<file path="config.mk">
export PLATFORM = sky130hd
export DESIGN_NAME = dram_arbiter
export DESIGN_NICKNAME = d
export VERILOG_FILES = /design/src/rtl/dram_arbiter_pkg.sv /design/src/rtl/dram_arb_starve_cnt.sv /design/src/rtl/dram_arbiter.sv
export SDC_FILE = /design/constraint.sdc
export NUM_CORES = 1
export LEC_CHECK = 0
export CORE_AREA = 2 2 117 119
export CTS_BUF_LIST = sky130_fd_sc_hd__clkbuf_8
export CTS_CLUSTER_DIAMETER = 150
export CTS_CLUSTER_SIZE = 25
export DETAILED_ROUTE_END_ITERATION = 10
export DIE_AREA = 0 0 119 121
export HOLD_SLACK_MARGIN = 0.15
export PLACE_DENSITY = 0.77
export RECOVER_POWER = 25
export SLEW_MARGIN = 20
export SYNTH_ARGS = -nofsm -noshare
export SYNTH_HDL_FRONTEND = slang
export SYNTH_SLANG_ARGS = --single-unit
</file>
<file path="constraint.sdc">
create_clock -name clk -period 3.5 [get_ports clk]
set_clock_uncertainty 0.15 [all_clocks]
set_input_delay 0.7 -clock clk [delete_from_list [all_inputs] [get_ports clk]]
set_output_delay 0.7 -clock clk [all_outputs]
set_load 0.005 [all_outputs]
</file>
<file path="src/rtl/dram_arbiter_pkg.sv">
// ============================================================================
// Module : dram_arbiter_pkg
// Purpose: Shared definitions for the data-RAM arbiter.
//          - Arbiter state encodings.
//          - Enable/disable constants.
//          - Default bus widths taken from the register and address buses.
// Rev    : 1.0  initial release
// ============================================================================
`default_nettype none

package dram_arbiter_pkg;

    // Default widths, shared with the register bus and the address bus
    localparam int REG_BUS_W  = 32;
    localparam int ADDR_BUS_W = 32;

    localparam logic EN  = 1'b1;
    localparam logic DIS = 1'b0;

    typedef enum logic [1:0] {
        S_CORE = 2'b00,   // core owns the RAM by default
        S_DBG  = 2'b01,   // debug port holds a bounded lock
        S_COOL = 2'b10    // one-cycle core-only window after a full lock
    } arb_state_e;

endpackage : dram_arbiter_pkg

`default_nettype wire

</file>
<file path="src/rtl/dram_arb_starve_cnt.sv">
// ============================================================================
// Module : dram_arb_starve_cnt
// Purpose: Saturating count of consecutive denied debug-request cycles.
//          at_max flags that the debug port is due a forced grant.
// Ports  : clk, rst (async, active-low)
//          req     - debug request is pending this cycle
//          win     - debug request was granted this cycle
//          at_max  - count has saturated at MAX
// Rev    : 1.0  initial release
// ============================================================================
`default_nettype none

module dram_arb_starve_cnt
    import dram_arbiter_pkg::*;
#(
    parameter int MAX = 8
) (
    input  logic clk,
    input  logic rst,
    input  logic req,
    input  logic win,
    output logic at_max
);

    localparam int            CW    = $clog2(MAX + 1);
    localparam logic [CW-1:0] MAX_C = CW'(MAX);

    logic [CW-1:0] count;

    always_ff @(posedge clk or negedge rst) begin
        if (!rst) begin
            count <= '0;
        end else if (!req || win) begin
            // Any grant, or the request going away, restarts the starvation window
            count <= '0;
        end else if (count != MAX_C) begin
            count <= count + 1'b1;
        end
    end

    assign at_max = (count == MAX_C) ? EN : DIS;

endmodule : dram_arb_starve_cnt

`default_nettype wire

</file>
<file path="src/rtl/dram_arbiter.sv">
// ============================================================================
// Module : dram_arbiter
// Purpose: Shares the single-port data RAM between the core load/store port
//          and the debug/DMA port. The core has default priority; a
//          starvation counter forces a debug grant after MAX_WAIT denied
//          cycles, and a lock mode gives debug up to LOCK_MAX back-to-back
//          cycles, followed by a one-cycle core-only window.
// Ports  : clk, rst (async, active-low)
//          core_*  - core side: request, stall and combinational read data
//          dbg_*   - debug side: request/lock, grant, registered read return
//          ram_*   - to/from the RAM (combinational read, write on clk rise)
// Rev    : 1.0  initial release
// ============================================================================
`default_nettype none

module dram_arbiter
    import dram_arbiter_pkg::*;
#(
    parameter int DW       = REG_BUS_W,
    parameter int AW       = ADDR_BUS_W,
    parameter int MAX_WAIT = 8,
    parameter int LOCK_MAX = 16
) (
    input  logic          clk,
    input  logic          rst,
    // core port
    input  logic          core_ce_i,
    input  logic          core_we_i,
    input  logic [AW-1:0] core_addr_i,
    input  logic [DW-1:0] core_data_i,
    output logic [DW-1:0] core_data_o,
    output logic          core_stall_o,
    // debug port
    input  logic          dbg_req_i,
    input  logic          dbg_lock_i,
    input  logic          dbg_we_i,
    input  logic [AW-1:0] dbg_addr_i,
    input  logic [DW-1:0] dbg_data_i,
    output logic          dbg_gnt_o,
    output logic [DW-1:0] dbg_rdata_o,
    output logic          dbg_rvalid_o,
    // RAM port
    output logic          ram_ce_o,
    output logic          ram_we_o,
    output logic [AW-1:0] ram_addr_o,
    output logic [DW-1:0] ram_data_o,
    input  logic [DW-1:0] ram_data_i
);

    localparam int            LW     = $clog2(LOCK_MAX + 1);
    localparam logic [LW-1:0] LOCK_C = LW'(LOCK_MAX);
    localparam logic [LW-1:0] ONE_C  = LW'(1);

    arb_state_e    state, state_nxt;
    logic [LW-1:0] lock_cnt, lock_nxt, lock_inc;
    logic          wait_full;
    logic          dbg_win;

    dram_arb_starve_cnt #(
        .MAX    (MAX_WAIT)
    ) u_starve_cnt (
        .clk    (clk),
        .rst    (rst),
        .req    (dbg_req_i),
        .win    (dbg_win),
        .at_max (wait_full)
    );

    // ------------------------------------------------------------------
    // State register and debug read return
    // ------------------------------------------------------------------
    always_ff @(posedge clk or negedge rst) begin
        if (!rst) begin
            state        <= S_CORE;
            lock_cnt     <= '0;
            dbg_rdata_o  <= '0;
            dbg_rvalid_o <= DIS;
        end else begin
            state        <= state_nxt;
            lock_cnt     <= lock_nxt;
            dbg_rvalid_o <= dbg_win & ~dbg_we_i;
            if (dbg_win && !dbg_we_i) begin
                dbg_rdata_o <= ram_data_i;
            end
        end
    end

    // ------------------------------------------------------------------
    // Next-state logic. lock_cnt counts granted lock cycles including the
    // current one, so the lock ends after exactly LOCK_MAX grants.
    // ------------------------------------------------------------------
    always_comb begin
        state_nxt = state;
        lock_nxt  = lock_cnt;
        lock_inc  = lock_cnt + 1'b1;
        case (state)
            S_CORE: begin
                if (dbg_win && dbg_lock_i) begin
                    if (ONE_C >= LOCK_C) begin
                        state_nxt = S_COOL;
                        lock_nxt  = '0;
                    end else begin
                        state_nxt = S_DBG;
                        lock_nxt  = ONE_C;
                    end
                end
            end
            S_DBG: begin
                if (!(dbg_req_i && dbg_lock_i)) begin
                    state_nxt = S_CORE;
                    lock_nxt  = '0;
                end else if (lock_inc >= LOCK_C) begin
                    state_nxt = S_COOL;
                    lock_nxt  = '0;
                end else begin
                    lock_nxt  = lock_inc;
                end
            end
            S_COOL: begin
                state_nxt = S_CORE;
                lock_nxt  = '0;
            end
            default: begin
                state_nxt = S_CORE;
                lock_nxt  = '0;
            end
        endcase
    end

    // ------------------------------------------------------------------
    // Grant and RAM mux. Everything that can start a RAM cycle or stall
    // the core is gated by rst so the outputs fall the moment reset lands.
    // ------------------------------------------------------------------
    always_comb begin
        dbg_win = DIS;
        if (rst && dbg_req_i) begin
            case (state)
                S_CORE:  dbg_win = !core_ce_i || wait_full;
                S_DBG:   dbg_win = EN;
                default: dbg_win = DIS;
            endcase
        end

        if (dbg_win) begin
            ram_ce_o   = EN;
            ram_we_o   = dbg_we_i;
            ram_addr_o = dbg_addr_i;
            ram_data_o = dbg_data_i;
        end else begin
            ram_ce_o   = core_ce_i & rst;
            ram_we_o   = core_we_i & rst;
            ram_addr_o = core_addr_i;
            ram_data_o = core_data_i;
        end

        dbg_gnt_o    = dbg_win;
        core_stall_o = core_ce_i & dbg_win;
        core_data_o  = dbg_win ? '0 : ram_data_i;
    end

endmodule : dram_arbiter

`default_nettype wire

</file>
==> flow_summary.html, run 1 <==
<table>
<tr><th>Metric</th><th>Value</th></tr>
<tr><th colspan="2">Synth</th></tr>
<tr><td>Synth Net Count</td><td>408</td></tr>
<tr><td>Avg Inst Size Synth</td><td>12.5 um^2</td></tr>
<tr><td>Syn Inst Count</td><td>238</td></tr>
<tr><td>Synthesis-stage register bit count</td><td>44</td></tr>
<tr><td>Unique masters post-synth</td><td>34</td></tr>
<tr><td>Number of warnings printed during yosys synthesis</td><td>0</td></tr>
<tr><td>Post-synthesis sequential area ratio</td><td>0.371</td></tr>
<tr><td>Netlist area before placement</td><td>0.00297 mm^2</td></tr>
<tr><th colspan="2">Clock network</th></tr>
<tr><td>Clock sinks</td><td>44</td></tr>
<tr><td>CTS tree</td><td>done</td></tr>
<tr><td>Maximum buffer depth of the clock tree</td><td>2</td></tr>
<tr><td>Clock slew at reported path FFs</td><td>0.08 ns</td></tr>
<tr><td>Number of levels the H-tree was split into</td><td>2</td></tr>
<tr><td>TritonCTS Buffers</td><td>5</td></tr>
<tr><td>CTS root buffer</td><td>sky130_fd_sc_hd__clkbuf_8</td></tr>
<tr><td>Hold buffer count at cts</td><td>0</td></tr>
<tr><td>Skew-Pair Late Insertion Delay</td><td>0.29 ns</td></tr>
<tr><th colspan="2">Place</th></tr>
<tr><td>Worst setup slack before clock tree synthesis</td><td>-0.192 ns</td></tr>
<tr><td>Routability Congestion</td><td>0.779</td></tr>
<tr><td>Half-perimeter wire length of the detailed placement result</td><td>9000 um</td></tr>
<tr><td>Count of input and output buffers</td><td>299</td></tr>
<tr><th colspan="2">Layout</th></tr>
<tr><td>Layout overhead on the synthesized area</td><td>122%</td></tr>
<tr><td>Share of cells above drive strength 1</td><td>0.260</td></tr>
<tr><td>Nets</td><td>734</td></tr>
<tr><td>Post-Route Utilization</td><td>0.503</td></tr>
<tr><td>Commonest cells after routing, fill and taps aside</td><td>sky130_fd_sc_hd__clkdlybuf4s50_1 (222), sky130_fd_sc_hd__mux2_2 (67), sky130_fd_sc_hd__dlygate4sd2_1 (46), sky130_fd_sc_hd__dfrtp_1 (44), sky130_fd_sc_hd__nor2b_1 (31)</td></tr>
<tr><td>Area used by multi-input combinational logic</td><td>0.00174 mm^2</td></tr>
<tr><td>Commonest non-fill, non-tap cell in the layout</td><td>sky130_fd_sc_hd__clkdlybuf4s50_1</td></tr>
<tr><td># diodes</td><td>0</td></tr>
<tr><td>Register area</td><td>0.00110 mm^2</td></tr>
<tr><td>Filler instances</td><td>1151</td></tr>
<tr><th colspan="2">Global routing</th></tr>
<tr><td>Initial antenna violation count</td><td>0</td></tr>
<tr><td>Total grt overflow</td><td>0</td></tr>
<tr><td>First-pass GRT wire length</td><td>17500 um</td></tr>
<tr><td>Aggregate global-route resource usage</td><td>0.152</td></tr>
<tr><td>Pin count of the biggest net entering global routing</td><td>48</td></tr>
<tr><td>Via count of the first global-routing pass</td><td>3368</td></tr>
<tr><th colspan="2">Power</th></tr>
<tr><td>Power dissipated by switching net loads</td><td>0.467 mW</td></tr>
<tr><td>Switching part of the total power</td><td>0.244</td></tr>
<tr><td>Part of the power in registers</td><td>0.348</td></tr>
<tr><td>Lkg Pwr</td><td>2.99 nW</td></tr>
<tr><td>Internal Dissipation</td><td>1.45 mW</td></tr>
<tr><td>Clock network fraction of design power</td><td>0.193</td></tr>
<tr><td>Highest ir drop seen on vdd</td><td>0.000150 V</td></tr>
<tr><td>Share of power burned in combinational logic</td><td>0.458</td></tr>
<tr><td>Overall power of the completed layout</td><td>1.92 mW</td></tr>
<tr><td>Pwr Density</td><td>291 mW/mm^2</td></tr>
<tr><th colspan="2">Detailed routing</th></tr>
<tr><td>Vias per Instance</td><td>4.24</td></tr>
<tr><td>Final ANT Viol Nets</td><td>0</td></tr>
<tr><td>Final wirelength</td><td>12000 um</td></tr>
<tr><td>Wire length per cell after detailed routing</td><td>16.2 um</td></tr>
<tr><td>First DRT Iteration DRCs</td><td>86</td></tr>
<tr><td>Via count</td><td>3140</td></tr>
<tr><td>Total DRC errors in the routed layout</td><td>0</td></tr>
<tr><td>Pre-antenna DRT Iters</td><td>4</td></tr>
<tr><th colspan="2">Setup path</th></tr>
<tr><td>Type of the worst setup path</td><td>flip-flop to output pin</td></tr>
<tr><td>Kind of end point of the critical path</td><td>output pin</td></tr>
<tr><td>Startpoint kind of the worst setup timing path</td><td>flip-flop</td></tr>
<tr><td>Critical Path AT</td><td>2.53 ns</td></tr>
<tr><td>Data required time of the worst path</td><td>2.65 ns</td></tr>
<tr><td>Worst-path maximum fanout</td><td>8</td></tr>
<tr><th colspan="2">Floorplan</th></tr>
<tr><td>Count of standard-cell rows</td><td>42</td></tr>
<tr><td>Initial core utilization</td><td>0.227</td></tr>
<tr><td>Area enclosed by the die boundary</td><td>0.0144 mm^2</td></tr>
<tr><td>Die Span X</td><td>119 um</td></tr>
<tr><td>Die span in y</td><td>121 um</td></tr>
<tr><td>Boundary Pins</td><td>300</td></tr>
<tr><td>Core area</td><td>0.0131 mm^2</td></tr>
<tr><th colspan="2">Timing</th></tr>
<tr><td>Rel. slew slack</td><td>0.616</td></tr>
<tr><td>Final worst setup slack</td><td>0.124 ns</td></tr>
<tr><td>Slew @ Worst Pin</td><td>0.576 ns</td></tr>
<tr><td>Number of endpoints with negative hold slack in the final report</td><td>0</td></tr>
<tr><td>Count of final setup violators</td><td>0</td></tr>
<tr><td>Fraction of the cycle the final worst path needs</td><td>0.965</td></tr>
<tr><td>Fmax</td><td>296 MHz</td></tr>
<tr><td>Unrepaired setup endpoints after global routing</td><td>no</td></tr>
<tr><td>Max-slew violation count</td><td>0</td></tr>
<tr><td>Final worst path period need</td><td>3.38 ns</td></tr>
<tr><th colspan="2">Status</th></tr>
<tr><td>Outcome</td><td>finished clean</td></tr>
<tr><th colspan="2">Job</th></tr>
<tr><td>Max-capacitance violation count</td><td>0</td></tr>
<tr><th colspan="2">Hold path</th></tr>
<tr><td>HP Class</td><td>flip-flop to flip-flop</td></tr>
</table>
[registers in the layout, indices dropped and copies added (netlist names)]
name and count:
lock_cnt 5, dbg_rvalid_o 1, u_starve_cnt.count 4, state 2, dbg_rdata_o 32
[timing repair]
action | 4_1_cts | 5_1_grt
endpoints found under the hold margin | 0 | 0
endpoints found under the setup margin | 77 | 21
gates resized for setup | 59 | 23
pin swaps | 1 | 0
setup buffers | 3 | 16
cloned | 3 | 3
[logic make-up after synthesis]
kind of cell | count (synthesis) | synth area share
compound gates | 14 | 0.0367
xor+xnor | 4 | 0.0118
fa+ha+maj | 3 | 0.0126
buf+inv | 19 | 0.0501
flops | 44 | 0.371
mux | 96 | 0.401
simple gates | 58 | 0.117
[cell usage after synthesis (all sizes together)]
| master | n | area, um^2 |
|---|---|---|
| mux2 | 96 | 1190 |
| nand4b | 1 | 8.76 |
| ha | 3 | 37.5 |
| nor3 | 2 | 10.0 |
| a31o | 2 | 17.5 |
| dfrtp | 44 | 1100 |
| and2 | 2 | 12.5 |
| a31oi | 1 | 6.26 |
| a21o | 1 | 7.51 |
| nor2 | 6 | 22.5 |
| xnor2 | 3 | 26.3 |
| nor2b | 33 | 209 |
| a211oi | 1 | 12.5 |
| nand3 | 3 | 15.0 |
| nand2b | 1 | 6.26 |
| buf | 15 | 134 |
| nand4 | 1 | 6.26 |
| a2111o | 1 | 11.3 |
| a311oi | 1 | 8.76 |
| inv | 4 | 15.0 |
| o21ai | 1 | 5.00 |
| a22o | 2 | 17.5 |
| a21oi | 3 | 15.0 |
| nand3b | 3 | 35.0 |
| nand2 | 6 | 22.5 |
| o21bai | 1 | 7.51 |
| xor2 | 1 | 8.76 |
[per-layer routing]
metal / GRT usage / wire length (um) / vias up
met3: 0.0296 / 732 / 12
li1: - / - / 1490
met5: 0 / 0 / -
met1: 0.168 / 4440 / 1471
met2: 0.297 / 6650 / 167
met4: 0.0357 / 143 / 0
[cell type report]
type | count | share of cell area
flip-flops and latches | 44 | 0.167
clock inverters | 3 | 0.00589
clock buffers | 5 | 0.0105
repair buffers | 334 | 0.516
multi-input cells | 175 | 0.264
well taps | 176 | 0.0335
inverters | 4 | 0.00228
[stage by stage]
step	hold slack (ns)	area [um^2]	setup TNS, ns	cells
finish	0.356	6580	0	741
global route	0.380	6580	0	741
CTS	0.364	6330	-0.278	722
detailed placement	0.341	6140	-8.61	708
global placement	0.340	6140	-7.01	708
floorplan	0.254	2970	0	238
[critical path, cell delays in order, from the launching register on]
cell and delay (ns):
sky130_fd_sc_hd__dfrtp_1 0.43, sky130_fd_sc_hd__inv_1 0.09, sky130_fd_sc_hd__ha_2 0.21, sky130_fd_sc_hd__nand3b_4 0.12, sky130_fd_sc_hd__a211oi_4 0.31, sky130_fd_sc_hd__buf_6 0.20, sky130_fd_sc_hd__buf_12 0.15, sky130_fd_sc_hd__buf_4 0.13
sky130_fd_sc_hd__mux2_2 0.33, sky130_fd_sc_hd__dlygate4sd2_1 0.26
[final timing paths]
kind | start | to | depth (start not counted) | slack [ns]
setup / recovery | u_starve_cnt.count[0]$_DFFE_PN0P_ | ram_addr_o[29] | 9 | 0.12
hold / removal | dbg_rdata_o[26]$_DFFE_PN0P_ | dbg_rdata_o[26]$_DFFE_PN0P_ | 1 | 0.36
setup reg to reg | u_starve_cnt.count[0]$_DFFE_PN0P_ | dbg_rdata_o[7]$_DFFE_PN0P_ | 6 | 1.24
hold reg to reg | dbg_rdata_o[26]$_DFFE_PN0P_ | dbg_rdata_o[26]$_DFFE_PN0P_ | 1 | 0.36
max in group asynchronous | rst | lock_cnt[4]$_DFFE_PN0P_ | 2 | 2.31
min in group asynchronous | rst | dbg_rdata_o[1]$_DFFE_PN0P_ | 2 | 0.49
[power groups by stage]
stage	combinational, mW	clock, mW	sequential, mW
2_1_floorplan	0.278	0	0.677
3_3_place_gp	0.872	0	0.670
3_5_place_dp	0.882	0	0.678
4_1_cts	0.879	0.389	0.670
5_1_grt	0.934	0.416	0.681
6_report	0.879	0.371	0.667
(Power assumes the default switching activity.)
==> run 2: changes to the inputs <==
- clock period: 3.5 -> 4.05 ns (I/O delays scaled with it)
==> run 2 against run 1 <==
Compared with the run above:
- cell count is 2.2% lower
- global-route usage fell by 0.35 points
- count of clock-buffer cells in the layout is the same
- largest cell class unchanged
- critical path type is now input port to output pin
- register-to-register slack better by 0.55 ns
- sequential power is 14% lower
==> flow_summary.html, run 2 (synthesized netlist as in run 1, its figures left out) <==
<table>
<tr><th>Metric</th><th>Value</th></tr>
<tr><th colspan="2">Clock network</th></tr>
<tr><td>TritonCTS Buffers</td><td>5 (unchanged)</td></tr>
<tr><td>Clock slew at reported path FFs</td><td>0.08 ns (about the same)</td></tr>
<tr><td># Post-CTS Setup Buffers</td><td>0 (was 3)</td></tr>
<tr><td>CTS tree</td><td>done (unchanged)</td></tr>
<tr><td>Number of levels the H-tree was split into</td><td>2 (unchanged)</td></tr>
<tr><td>Maximum buffer depth of the clock tree</td><td>2 (unchanged)</td></tr>
<tr><td>CTS root buffer</td><td>sky130_fd_sc_hd__clkbuf_8 (unchanged)</td></tr>
<tr><td>Skew-Pair Late Insertion Delay</td><td>0.28 ns (was 0.29 ns)</td></tr>
<tr><td>Clock sinks</td><td>44 (unchanged)</td></tr>
<tr><td># resized after CTS</td><td>0 (was 59)</td></tr>
<tr><td>Hold buffer count at cts</td><td>0 (unchanged)</td></tr>
<tr><th colspan="2">Power</th></tr>
<tr><td>Pwr Density</td><td>270 mW/mm^2 (was 291 mW/mm^2)</td></tr>
<tr><td>Part of the power in registers</td><td>0.334 (was 0.348)</td></tr>
<tr><td>Lkg Pwr</td><td>2.65 nW (was 2.99 nW)</td></tr>
<tr><td>Switching part of the total power</td><td>0.229 (was 0.244)</td></tr>
<tr><td>Internal Dissipation</td><td>1.33 mW (was 1.45 mW)</td></tr>
<tr><td>Share of power burned in combinational logic</td><td>0.443 (was 0.458)</td></tr>
<tr><td>Power dissipated by switching net loads</td><td>0.394 mW (was 0.467 mW)</td></tr>
<tr><td>Clock network fraction of design power</td><td>0.223 (was 0.193)</td></tr>
<tr><td>Highest ir drop seen on vdd</td><td>0.000185 V (was 0.000150 V)</td></tr>
<tr><td>Overall power of the completed layout</td><td>1.72 mW (was 1.92 mW)</td></tr>
<tr><th colspan="2">Detailed routing</th></tr>
<tr><td>Pre-antenna DRT Iters</td><td>4 (unchanged)</td></tr>
<tr><td>Final ANT Viol Nets</td><td>0 (unchanged)</td></tr>
<tr><td>Total DRC errors in the routed layout</td><td>0 (unchanged)</td></tr>
<tr><td>Wire length per cell after detailed routing</td><td>15.3 um (was 16.2 um)</td></tr>
<tr><td>Vias per Instance</td><td>4.23 (was 4.24)</td></tr>
<tr><td>Final wirelength</td><td>11100 um (was 12000 um)</td></tr>
<tr><td>First DRT Iteration DRCs</td><td>80 (was 86)</td></tr>
<tr><td>Via count</td><td>3065 (was 3140)</td></tr>
<tr><th colspan="2">Timing</th></tr>
<tr><td>Setup TNS</td><td>0 ns (unchanged)</td></tr>
<tr><td>Rel. slew slack</td><td>0.603 (was 0.616)</td></tr>
<tr><td>Number of endpoints with negative hold slack in the final report</td><td>0 (unchanged)</td></tr>
<tr><td>Count of final setup violators</td><td>0 (unchanged)</td></tr>
<tr><td>Slew @ Worst Pin</td><td>0.595 ns (was 0.576 ns)</td></tr>
<tr><td>Fmax</td><td>253 MHz</td></tr>
<tr><td>Final worst path period need</td><td>3.95 ns</td></tr>
<tr><td>Fraction of the cycle the final worst path needs</td><td>0.974</td></tr>
<tr><td>Max-slew violation count</td><td>0 (unchanged)</td></tr>
<tr><td>Unrepaired setup endpoints after global routing</td><td>no (unchanged)</td></tr>
<tr><th colspan="2">Global routing</th></tr>
<tr><td>First-pass GRT wire length</td><td>17300 um (was 17500 um)</td></tr>
<tr><td>Aggregate global-route resource usage</td><td>0.149 (was 0.152)</td></tr>
<tr><td>Initial antenna violation count</td><td>0 (unchanged)</td></tr>
<tr><td>Pin count of the biggest net entering global routing</td><td>48 (unchanged)</td></tr>
<tr><td>Via count of the first global-routing pass</td><td>3349 (was 3368)</td></tr>
<tr><td>Total grt overflow</td><td>0 (unchanged)</td></tr>
<tr><th colspan="2">Layout</th></tr>
<tr><td>Nets</td><td>719 (was 734)</td></tr>
<tr><td>Share of cells above drive strength 1</td><td>0.233 (was 0.260)</td></tr>
<tr><td>Biggest register</td><td>dbg_rdata_o (unchanged)</td></tr>
<tr><td>Leading registers by flop count</td><td>dbg_rdata_o x32, lock_cnt x5, u_starve_cnt.count x4 (unchanged)</td></tr>
<tr><td>Layout overhead on the synthesized area</td><td>114% (was 122%)</td></tr>
<tr><td>Commonest cells after routing, fill and taps aside</td><td>sky130_fd_sc_hd__clkdlybuf4s50_1 (292), sky130_fd_sc_hd__mux2_2 (67), sky130_fd_sc_hd__dfrtp_1 (44), sky130_fd_sc_hd__nor2b_1 (33), sky130_fd_sc_hd__mux2_4 (29) (was sky130_fd_sc_hd__clkdlybuf4s50_1 (222), sky130_fd_sc_hd__mux2_2 (67), sky130_fd_sc_hd__dlygate4sd2_1 (46), sky130_fd_sc_hd__dfrtp_1 (44), sky130_fd_sc_hd__nor2b_1 (31))</td></tr>
<tr><td>Max FFs per register</td><td>32 (unchanged)</td></tr>
<tr><td># diodes</td><td>0 (unchanged)</td></tr>
<tr><td>Commonest non-fill, non-tap cell in the layout</td><td>sky130_fd_sc_hd__clkdlybuf4s50_1 (unchanged)</td></tr>
<tr><th colspan="2">Setup path</th></tr>
<tr><td>Kind of end point of the critical path</td><td>output pin (unchanged)</td></tr>
<tr><td>Data required time of the worst path</td><td>3.09 ns (was 2.65 ns)</td></tr>
<tr><td>Type of the worst setup path</td><td>input port to output pin (was flip-flop to output pin)</td></tr>
<tr><td>Worst-case reg-to-reg path depth</td><td>6 (unchanged)</td></tr>
<tr><td>Reg2Reg Launch Point</td><td>u_starve_cnt.count[0]$_DFFE_PN0P_ (unchanged)</td></tr>
<tr><td>Flop2flop setup slack</td><td>1.79 ns (was 1.24 ns)</td></tr>
<tr><td>Endpoint of the worst-slack reg-to-reg timing path</td><td>dbg_rdata_o[8]$_DFFE_PN0P_ (was dbg_rdata_o[7]$_DFFE_PN0P_)</td></tr>
<tr><td>Critical Path AT</td><td>2.99 ns (was 2.53 ns)</td></tr>
<tr><td>Worst-path maximum fanout</td><td>17 (was 8)</td></tr>
<tr><td>Startpoint kind of the worst setup timing path</td><td>input port (was flip-flop)</td></tr>
<tr><th colspan="2">Floorplan</th></tr>
<tr><td>Die Span X</td><td>119 um (unchanged)</td></tr>
<tr><td>Initial core utilization</td><td>0.227 (unchanged)</td></tr>
<tr><td>Count of standard-cell rows</td><td>42 (unchanged)</td></tr>
<tr><td>Core area</td><td>0.0131 mm^2 (unchanged)</td></tr>
<tr><td>Die span in y</td><td>121 um (unchanged)</td></tr>
<tr><td>Boundary Pins</td><td>300 (unchanged)</td></tr>
<tr><td>Area enclosed by the die boundary</td><td>0.0144 mm^2 (unchanged)</td></tr>
<tr><th colspan="2">Place</th></tr>
<tr><td>Half-perimeter wire length of the detailed placement result</td><td>9320 um (was 9000 um)</td></tr>
<tr><td>Routability Congestion</td><td>0.796 (was 0.779)</td></tr>
<tr><td>Count of input and output buffers</td><td>299 (unchanged)</td></tr>
<tr><th colspan="2">Job</th></tr>
<tr><td>Max-capacitance violation count</td><td>0 (unchanged)</td></tr>
<tr><th colspan="2">Hold path</th></tr>
<tr><td>Min-Delay Startpoint</td><td>dbg_rdata_o[0]$_DFFE_PN0P_ (was dbg_rdata_o[26]$_DFFE_PN0P_)</td></tr>
<tr><td>HP Class</td><td>flip-flop to flip-flop (unchanged)</td></tr>
<tr><td>Hold Path Cell Cnt</td><td>1 (unchanged)</td></tr>
<tr><td>Capture endpoint of the worst hold path</td><td>dbg_rdata_o[0]$_DFFE_PN0P_ (was dbg_rdata_o[26]$_DFFE_PN0P_)</td></tr>
<tr><th colspan="2">Status</th></tr>
<tr><td>Outcome</td><td>finished clean (unchanged)</td></tr>
</table>
run 2: worst max-delay path: stages:
cell,delay (ns)
sky130_fd_sc_hd__clkdlybuf4s50_1,0.43
sky130_fd_sc_hd__nor2b_1,0.20
sky130_fd_sc_hd__a211oi_4,0.35
sky130_fd_sc_hd__buf_12,0.21
sky130_fd_sc_hd__buf_4,0.16
sky130_fd_sc_hd__mux2_2,0.34
sky130_fd_sc_hd__clkdlybuf4s50_1,0.48
run 2: final cells by class:
cell class / count / area, um^2
clock buffer: 5 / 68.8
multi-input combinational: 175 / 1730
inverter: 4 / 15.0
sequential: 44 / 1100
clock inverter: 2 / 60.1
tap: 176 / 220
timing repair buffer: 319 / 3170
fill: 1154 / 6720
run 2: layer usage:
metal	track usage	routed length, um	vias up
met3	0.0348	807	8
met5	0	0	-
met1	0.162	4060	1433
met2	0.288	6110	165
li1	-	-	1459
met4	0.0357	106	0
run 2: power groups by stage:
stage	combinational (mW)	sequential, mW	clock, mW
after floorplan	0.241	0.585	0
after global placement	0.764	0.579	0
after detailed placement	0.773	0.585	0
after CTS	0.779	0.577	0.399
after global routing	0.814	0.587	0.423
final	0.762	0.575	0.384
run 2: metrics by stage:
stage / utilization / worst slack [ns] / cells / hold slack [ns] / instance area [um^2]
2_1_floorplan: - / 1.13 / 238 / 0.327 / 2970
3_3_place_gp: 0.477 / 0.148 / 718 / 0.339 / 6240
3_5_place_dp: 0.477 / 0.109 / 718 / 0.343 / 6240
4_1_cts: 0.487 / 0.105 / 725 / 0.362 / 6370
5_1_grt: 0.486 / 0.0373 / 725 / 0.369 / 6360
6_report: 0.486 / 0.104 / 725 / 0.353 / 6360
run 2: worst max-delay path by stage:
stage	start	end	depth (start not counted)
3_3_place_gp	core_ce_i	ram_data_o[28]	7
5_1_grt	core_ce_i	ram_data_o[25]	7
6_report	core_ce_i	ram_data_o[28]	7
4_1_cts	core_ce_i	ram_data_o[28]	7
2_1_floorplan	core_ce_i	ram_addr_o[28]	5
3_5_place_dp	core_ce_i	ram_data_o[28]	7
==> run 3: changes to the inputs <==
- CORE_AREA: 2 2 117 119 -> 2 2 116 118
- DIE_AREA: 0 0 119 121 -> 0 0 118 120
- PLACE_DENSITY: 0.77 -> 0.79
- SYNTH_HIERARCHICAL: not set -> 1
==> run 3 against run 2 <==
Compared with the run above:
- clock power decreased by 31%
- sequential power is 1% lower
- via count grew 4.0%
- critical path depth is the same
- setup slack improved by 0.021 ns
- power shrank 8.2%
- sequential share of layout area barely moved
- combinational power decreased by 2%
- critical path type unchanged
- critical endpoint is now ram_addr_o[29]
- largest cell class unchanged
==> flow_summary.html, run 3 <==
<table>
<tr><th>Metric</th><th>Value</th></tr>
<tr><th colspan="2">Status</th></tr>
<tr><td>Outcome</td><td>finished clean (unchanged)</td></tr>
<tr><th colspan="2">Clock network</th></tr>
<tr><td>Clock slew at reported path FFs</td><td>0.08 ns (about the same)</td></tr>
<tr><td>Maximum buffer depth of the clock tree</td><td>2 (unchanged)</td></tr>
<tr><td>Number of levels the H-tree was split into</td><td>2 (unchanged)</td></tr>
<tr><td>CTS tree</td><td>done (unchanged)</td></tr>
<tr><td>CTS root buffer</td><td>sky130_fd_sc_hd__clkbuf_8 (unchanged)</td></tr>
<tr><td>TritonCTS Buffers</td><td>5 (unchanged)</td></tr>
<tr><td>Skew-Pair Late Insertion Delay</td><td>0.30 ns (was 0.28 ns)</td></tr>
<tr><td>Clock sinks</td><td>44 (unchanged)</td></tr>
<tr><th colspan="2">Floorplan</th></tr>
<tr><td>Boundary Pins</td><td>300 (unchanged)</td></tr>
<tr><td>Die Span X</td><td>118 um (was 119 um)</td></tr>
<tr><td>Core area</td><td>0.0130 mm^2 (was 0.0131 mm^2)</td></tr>
<tr><td>Count of standard-cell rows</td><td>42 (unchanged)</td></tr>
<tr><td>Die span in y</td><td>120 um (was 121 um)</td></tr>
<tr><td>Initial core utilization</td><td>0.238 (was 0.227)</td></tr>
<tr><td>Area enclosed by the die boundary</td><td>0.0142 mm^2 (was 0.0144 mm^2)</td></tr>
<tr><th colspan="2">Hold path</th></tr>
<tr><td>Hold Path Cell Cnt</td><td>1 (unchanged)</td></tr>
<tr><td>HP Class</td><td>flip-flop to flip-flop (unchanged)</td></tr>
<tr><th colspan="2">Synth</th></tr>
<tr><td>Cell type with the highest aggregate area in the netlist</td><td>sky130_fd_sc_hd__dfrtp_1 (unchanged)</td></tr>
<tr><td>Top-count cell post-synth</td><td>sky130_fd_sc_hd__mux2_4 (was sky130_fd_sc_hd__mux2_2)</td></tr>
<tr><td>Avg Inst Size Synth</td><td>12.8 um^2 (was 12.5 um^2)</td></tr>
<tr><td>Syn Inst Count</td><td>241 (was 238)</td></tr>
<tr><td>Synthesis-stage register bit count</td><td>44 (unchanged)</td></tr>
<tr><td>Dominant synthesized flop cell</td><td>sky130_fd_sc_hd__dfrtp_1 (unchanged)</td></tr>
<tr><td>Top-area cell type share of the netlist area</td><td>0.356 (was 0.371)</td></tr>
<tr><td>Commonest cells in the netlist</td><td>sky130_fd_sc_hd__mux2_4 (45), sky130_fd_sc_hd__dfrtp_1 (44), sky130_fd_sc_hd__mux2_2 (42), sky130_fd_sc_hd__nor2b_1 (33), sky130_fd_sc_hd__buf_6 (11) (was sky130_fd_sc_hd__mux2_2 (67), sky130_fd_sc_hd__dfrtp_1 (44), sky130_fd_sc_hd__nor2b_1 (32), sky130_fd_sc_hd__mux2_4 (29))</td></tr>
<tr><td>Netlist area before placement</td><td>0.00310 mm^2 (was 0.00297 mm^2)</td></tr>
<tr><td>Share of the synthesized area in compound gates (AO/OA/AOI/OAI)</td><td>0.0226 (was 0.0367)</td></tr>
<tr><td>Proportion of synthesized area in mux cells</td><td>0.414 (was 0.401)</td></tr>
<tr><td>Fraction of registers with async set or reset after synthesis</td><td>1.00 (unchanged)</td></tr>
<tr><td>Post-synthesis sequential area ratio</td><td>0.356 (was 0.371)</td></tr>
<tr><td>Unique masters post-synth</td><td>34 (unchanged)</td></tr>
<tr><td>Main combinational cell family by area after synthesis</td><td>multiplexers (unchanged)</td></tr>
<tr><td>Number of enable-type register cells in the synthesized netlist</td><td>0 (unchanged)</td></tr>
<tr><td>Synth Net Count</td><td>411 (was 408)</td></tr>
<tr><td>Number of warnings printed during yosys synthesis</td><td>6 (was 0)</td></tr>
<tr><td>Simple logic cell fraction of the synthesized area</td><td>0.137 (was 0.117)</td></tr>
<tr><td>Post-Synth XOR/XNOR Area</td><td>0.00849 (was 0.0118)</td></tr>
<tr><td>Top area cells in the synthesized netlist</td><td>sky130_fd_sc_hd__dfrtp_1 (36%), sky130_fd_sc_hd__mux2_4 (22%), sky130_fd_sc_hd__mux2_2 (15%), sky130_fd_sc_hd__nor2b_1 (6.7%), sky130_fd_sc_hd__buf_6 (4.0%) (was sky130_fd_sc_hd__dfrtp_1 (37%), sky130_fd_sc_hd__mux2_2 (25%), sky130_fd_sc_hd__mux2_4 (15%), sky130_fd_sc_hd__nor2b_1 (6.7%), sky130_fd_sc_hd__buf_12 (2.0%))</td></tr>
<tr><td>Share of synthesized cell area in full adder, half adder and majority cells</td><td>0.0121 (was 0.0126)</td></tr>
<tr><th colspan="2">Timing</th></tr>
<tr><td>Slew @ Worst Pin</td><td>0.626 ns (was 0.595 ns)</td></tr>
<tr><td>Final worst path period need</td><td>3.92 ns (was 3.95 ns)</td></tr>
<tr><td>Count of final setup violators</td><td>0 (unchanged)</td></tr>
<tr><td>Fmax</td><td>255 MHz (was 253 MHz)</td></tr>
<tr><td>Unrepaired setup endpoints after global routing</td><td>no (unchanged)</td></tr>
<tr><td>Fraction of the cycle the final worst path needs</td><td>0.969 (was 0.974)</td></tr>
<tr><td>Number of endpoints with negative hold slack in the final report</td><td>0 (unchanged)</td></tr>
<tr><td>Hold slack final</td><td>0.358 ns (was 0.353 ns)</td></tr>
<tr><td>Max-slew violation count</td><td>0 (unchanged)</td></tr>
<tr><td>Rel. slew slack</td><td>0.583 (was 0.603)</td></tr>
<tr><td>Setup TNS</td><td>0 ns (unchanged)</td></tr>
<tr><th colspan="2">Layout</th></tr>
<tr><td>Biggest register</td><td>dbg_rdata_o (unchanged)</td></tr>
<tr><td>Max FFs per register</td><td>32 (unchanged)</td></tr>
<tr><td>Leading registers by flop count</td><td>dbg_rdata_o x32, lock_cnt x5, u_starve_cnt/count x4 (was dbg_rdata_o x32, lock_cnt x5, u_starve_cnt.count x4)</td></tr>
<tr><td>Post-Route Utilization</td><td>0.491 (was 0.486)</td></tr>
<tr><td>Commonest cells after routing, fill and taps aside</td><td>sky130_fd_sc_hd__clkdlybuf4s50_1 (290), sky130_fd_sc_hd__mux2_4 (45), sky130_fd_sc_hd__dfrtp_1 (44), sky130_fd_sc_hd__mux2_2 (42), sky130_fd_sc_hd__nor2b_1 (33) (was sky130_fd_sc_hd__clkdlybuf4s50_1 (292), sky130_fd_sc_hd__mux2_2 (67), sky130_fd_sc_hd__dfrtp_1 (44), sky130_fd_sc_hd__nor2b_1 (33), sky130_fd_sc_hd__mux2_4 (29))</td></tr>
<tr><td>Share of cells above drive strength 1</td><td>0.198 (was 0.233)</td></tr>
<tr><td># diodes</td><td>0 (unchanged)</td></tr>
<tr><td>Nets</td><td>711 (was 719)</td></tr>
<tr><td>Commonest non-fill, non-tap cell in the layout</td><td>sky130_fd_sc_hd__clkdlybuf4s50_1 (unchanged)</td></tr>
<tr><td>Layout overhead on the synthesized area</td><td>106% (was 114%)</td></tr>
<tr><th colspan="2">Setup path</th></tr>
<tr><td>Critical Path AT</td><td>2.96 ns (was 2.99 ns)</td></tr>
<tr><td>Worst-case reg-to-reg path depth</td><td>10 (was 6)</td></tr>
<tr><td>Worst-path maximum fanout</td><td>27 (was 17)</td></tr>
<tr><td>Data required time of the worst path</td><td>3.09 ns (about the same)</td></tr>
<tr><td>Slowest stage cell, crit path</td><td>sky130_fd_sc_hd__clkdlybuf4s50_1 (unchanged)</td></tr>
<tr><td>Kind of end point of the critical path</td><td>output pin (unchanged)</td></tr>
<tr><td>CP max stage delay</td><td>0.52 ns (was 0.48 ns)</td></tr>
<tr><td>Most Frequent Cell on Critical Path</td><td>sky130_fd_sc_hd__clkdlybuf4s50_1 (unchanged)</td></tr>
<tr><td>Startpoint kind of the worst setup timing path</td><td>input port (unchanged)</td></tr>
<tr><td>Cells along the critical path</td><td>clkdlybuf4s50_1, nor3b_4, nor3_4, buf_12, clkbuf_16, mux2_1, clkdlybuf4s50_1 (was clkdlybuf4s50_1, nor2b_1, a211oi_4, buf_12, buf_4, mux2_2, clkdlybuf4s50_1)</td></tr>
<tr><td>Type of the worst setup path</td><td>input port to output pin (unchanged)</td></tr>
<tr><th colspan="2">Detailed routing</th></tr>
<tr><td>Vias per Instance</td><td>4.44 (was 4.23)</td></tr>
<tr><td>Via count</td><td>3187 (was 3065)</td></tr>
<tr><td>Pre-antenna DRT Iters</td><td>4 (unchanged)</td></tr>
<tr><td>Wire length per cell after detailed routing</td><td>20.2 um (was 15.3 um)</td></tr>
<tr><td>Final ANT Viol Nets</td><td>0 (unchanged)</td></tr>
<tr><td>Total DRC errors in the routed layout</td><td>0 (unchanged)</td></tr>
<tr><td>Final wirelength</td><td>14500 um (was 11100 um)</td></tr>
<tr><td>First DRT Iteration DRCs</td><td>184 (was 80)</td></tr>
<tr><th colspan="2">Power</th></tr>
<tr><td>Internal Dissipation</td><td>1.16 mW (was 1.33 mW)</td></tr>
<tr><td>Part of the power in registers</td><td>0.359 (was 0.334)</td></tr>
<tr><td>Share of power burned in combinational logic</td><td>0.472 (was 0.443)</td></tr>
<tr><td>Highest ir drop seen on vdd</td><td>0.000232 V (was 0.000185 V)</td></tr>
<tr><td>Power dissipated by switching net loads</td><td>0.418 mW (was 0.394 mW)</td></tr>
<tr><td>Lkg Pwr</td><td>2.56 nW (was 2.65 nW)</td></tr>
<tr><td>Switching part of the total power</td><td>0.265 (was 0.229)</td></tr>
<tr><td>Pwr Density</td><td>248 mW/mm^2 (was 270 mW/mm^2)</td></tr>
<tr><td>Clock network fraction of design power</td><td>0.169 (was 0.223)</td></tr>
<tr><th colspan="2">Global routing</th></tr>
<tr><td>First-pass GRT wire length</td><td>20400 um (was 17300 um)</td></tr>
<tr><td>Via count of the first global-routing pass</td><td>3340 (was 3349)</td></tr>
<tr><td>Initial antenna violation count</td><td>0 (unchanged)</td></tr>
<tr><td>Aggregate global-route resource usage</td><td>0.191 (was 0.149)</td></tr>
<tr><td>Pin count of the biggest net entering global routing</td><td>55 (was 48)</td></tr>
<tr><td>Total grt overflow</td><td>0 (unchanged)</td></tr>
<tr><th colspan="2">Place</th></tr>
<tr><td>Routability Congestion</td><td>1.04 (was 0.796)</td></tr>
<tr><td>Half-perimeter wire length of the detailed placement result</td><td>11500 um (was 9320 um)</td></tr>
<tr><td>Count of input and output buffers</td><td>299 (unchanged)</td></tr>
<tr><th colspan="2">Job</th></tr>
<tr><td>Max-capacitance violation count</td><td>0 (unchanged)</td></tr>
</table>
## run 3: cell type report
cell class | count | area, um^2
Inverter | 4 | 15.0
Timing Repair Buffer | 308 | 3110
Tap cell | 176 | 220
Clock buffer | 5 | 68.8
Clock inverter | 2 | 12.5
Sequential cell | 44 | 1100
Multi-Input combinational cell | 178 | 1850
Fill cell | 1185 | 6610
## run 3: metal layers
metal	wire, um	track usage	part of all wire	up-vias
met2	7390	0.341	0.51	169
li1	-	-	-	1451
met3	1220	0.0680	0.084	17
met1	5510	0.208	0.38	1550
met4	358	0.0663	0.025	0
met5	0	0	0	-
## run 3: cells by family (layout without fill, tap and decap cells)
kind of cell               after synthesis  after routing
muxes                                   99             99
and+or+nand+nor                         63             63
DFF                                     44             44
buffers and inverters                   19            319
AOI/OAI and AO/OA                       10             10
adders and majority gates                3              3
xor gates and xnor gates                 3              3
## run 3: path summary, 6_finish.rpt
path	from	endpoint	slack (ns)
hold / removal	dbg_rdata_o[1]$_DFFE_PN0P_	dbg_rdata_o[1]$_DFFE_PN0P_	0.36
min in group asynchronous	rst	u_starve_cnt/count[0]$_DFFE_PN0P_	0.51
setup / recovery	core_ce_i	ram_addr_o[29]	0.13
setup reg to reg	u_starve_cnt/count[0]$_DFFE_PN0P_	u_starve_cnt/count[3]$_DFFE_PN0P_	1.46
max in group asynchronous	rst	dbg_rdata_o[4]$_DFFE_PN0P_	2.78
hold reg to reg	dbg_rdata_o[1]$_DFFE_PN0P_	dbg_rdata_o[1]$_DFFE_PN0P_	0.36
## run 3: repair_timing
item / in CTS / in global routing
endpoints found under the setup margin: 0 / 6
hold buffers: 0 / 0
setup buffers: 0 / 2
gates resized for setup: 0 / 3
## run 3: stage by stage
step                      power (mW)  cells  worst slack [ns]  instance area, um^2
after floorplan                0.793    241              1.22                 3100
after global placement          1.31    706            0.0737                 6230
after detailed placement        1.32    706            0.0571                 6230
after CTS                       1.60    713            0.0427                 6310
after global routing            1.66    717            0.0173                 6370
final                           1.58    717             0.125                 6370
## run 3: worst max-delay path, delay by kind of cell
kind / cells / cell delay (ns)
muxes: 1 / 0.40
buffers and inverters: 4 / 1.34
and+or+nand+nor: 2 / 0.37
## run 3: power groups by stage
| stage | logic (mW) | clock network (mW) | registers [mW] |
|---|---|---|---|
| 6_report | 0.746 | 0.266 | 0.568 |
| 4_1_cts | 0.754 | 0.279 | 0.570 |
| 3_3_place_gp | 0.737 | 0 | 0.571 |
| 2_1_floorplan | 0.216 | 0 | 0.577 |
| 3_5_place_dp | 0.746 | 0 | 0.577 |
| 5_1_grt | 0.790 | 0.295 | 0.578 |
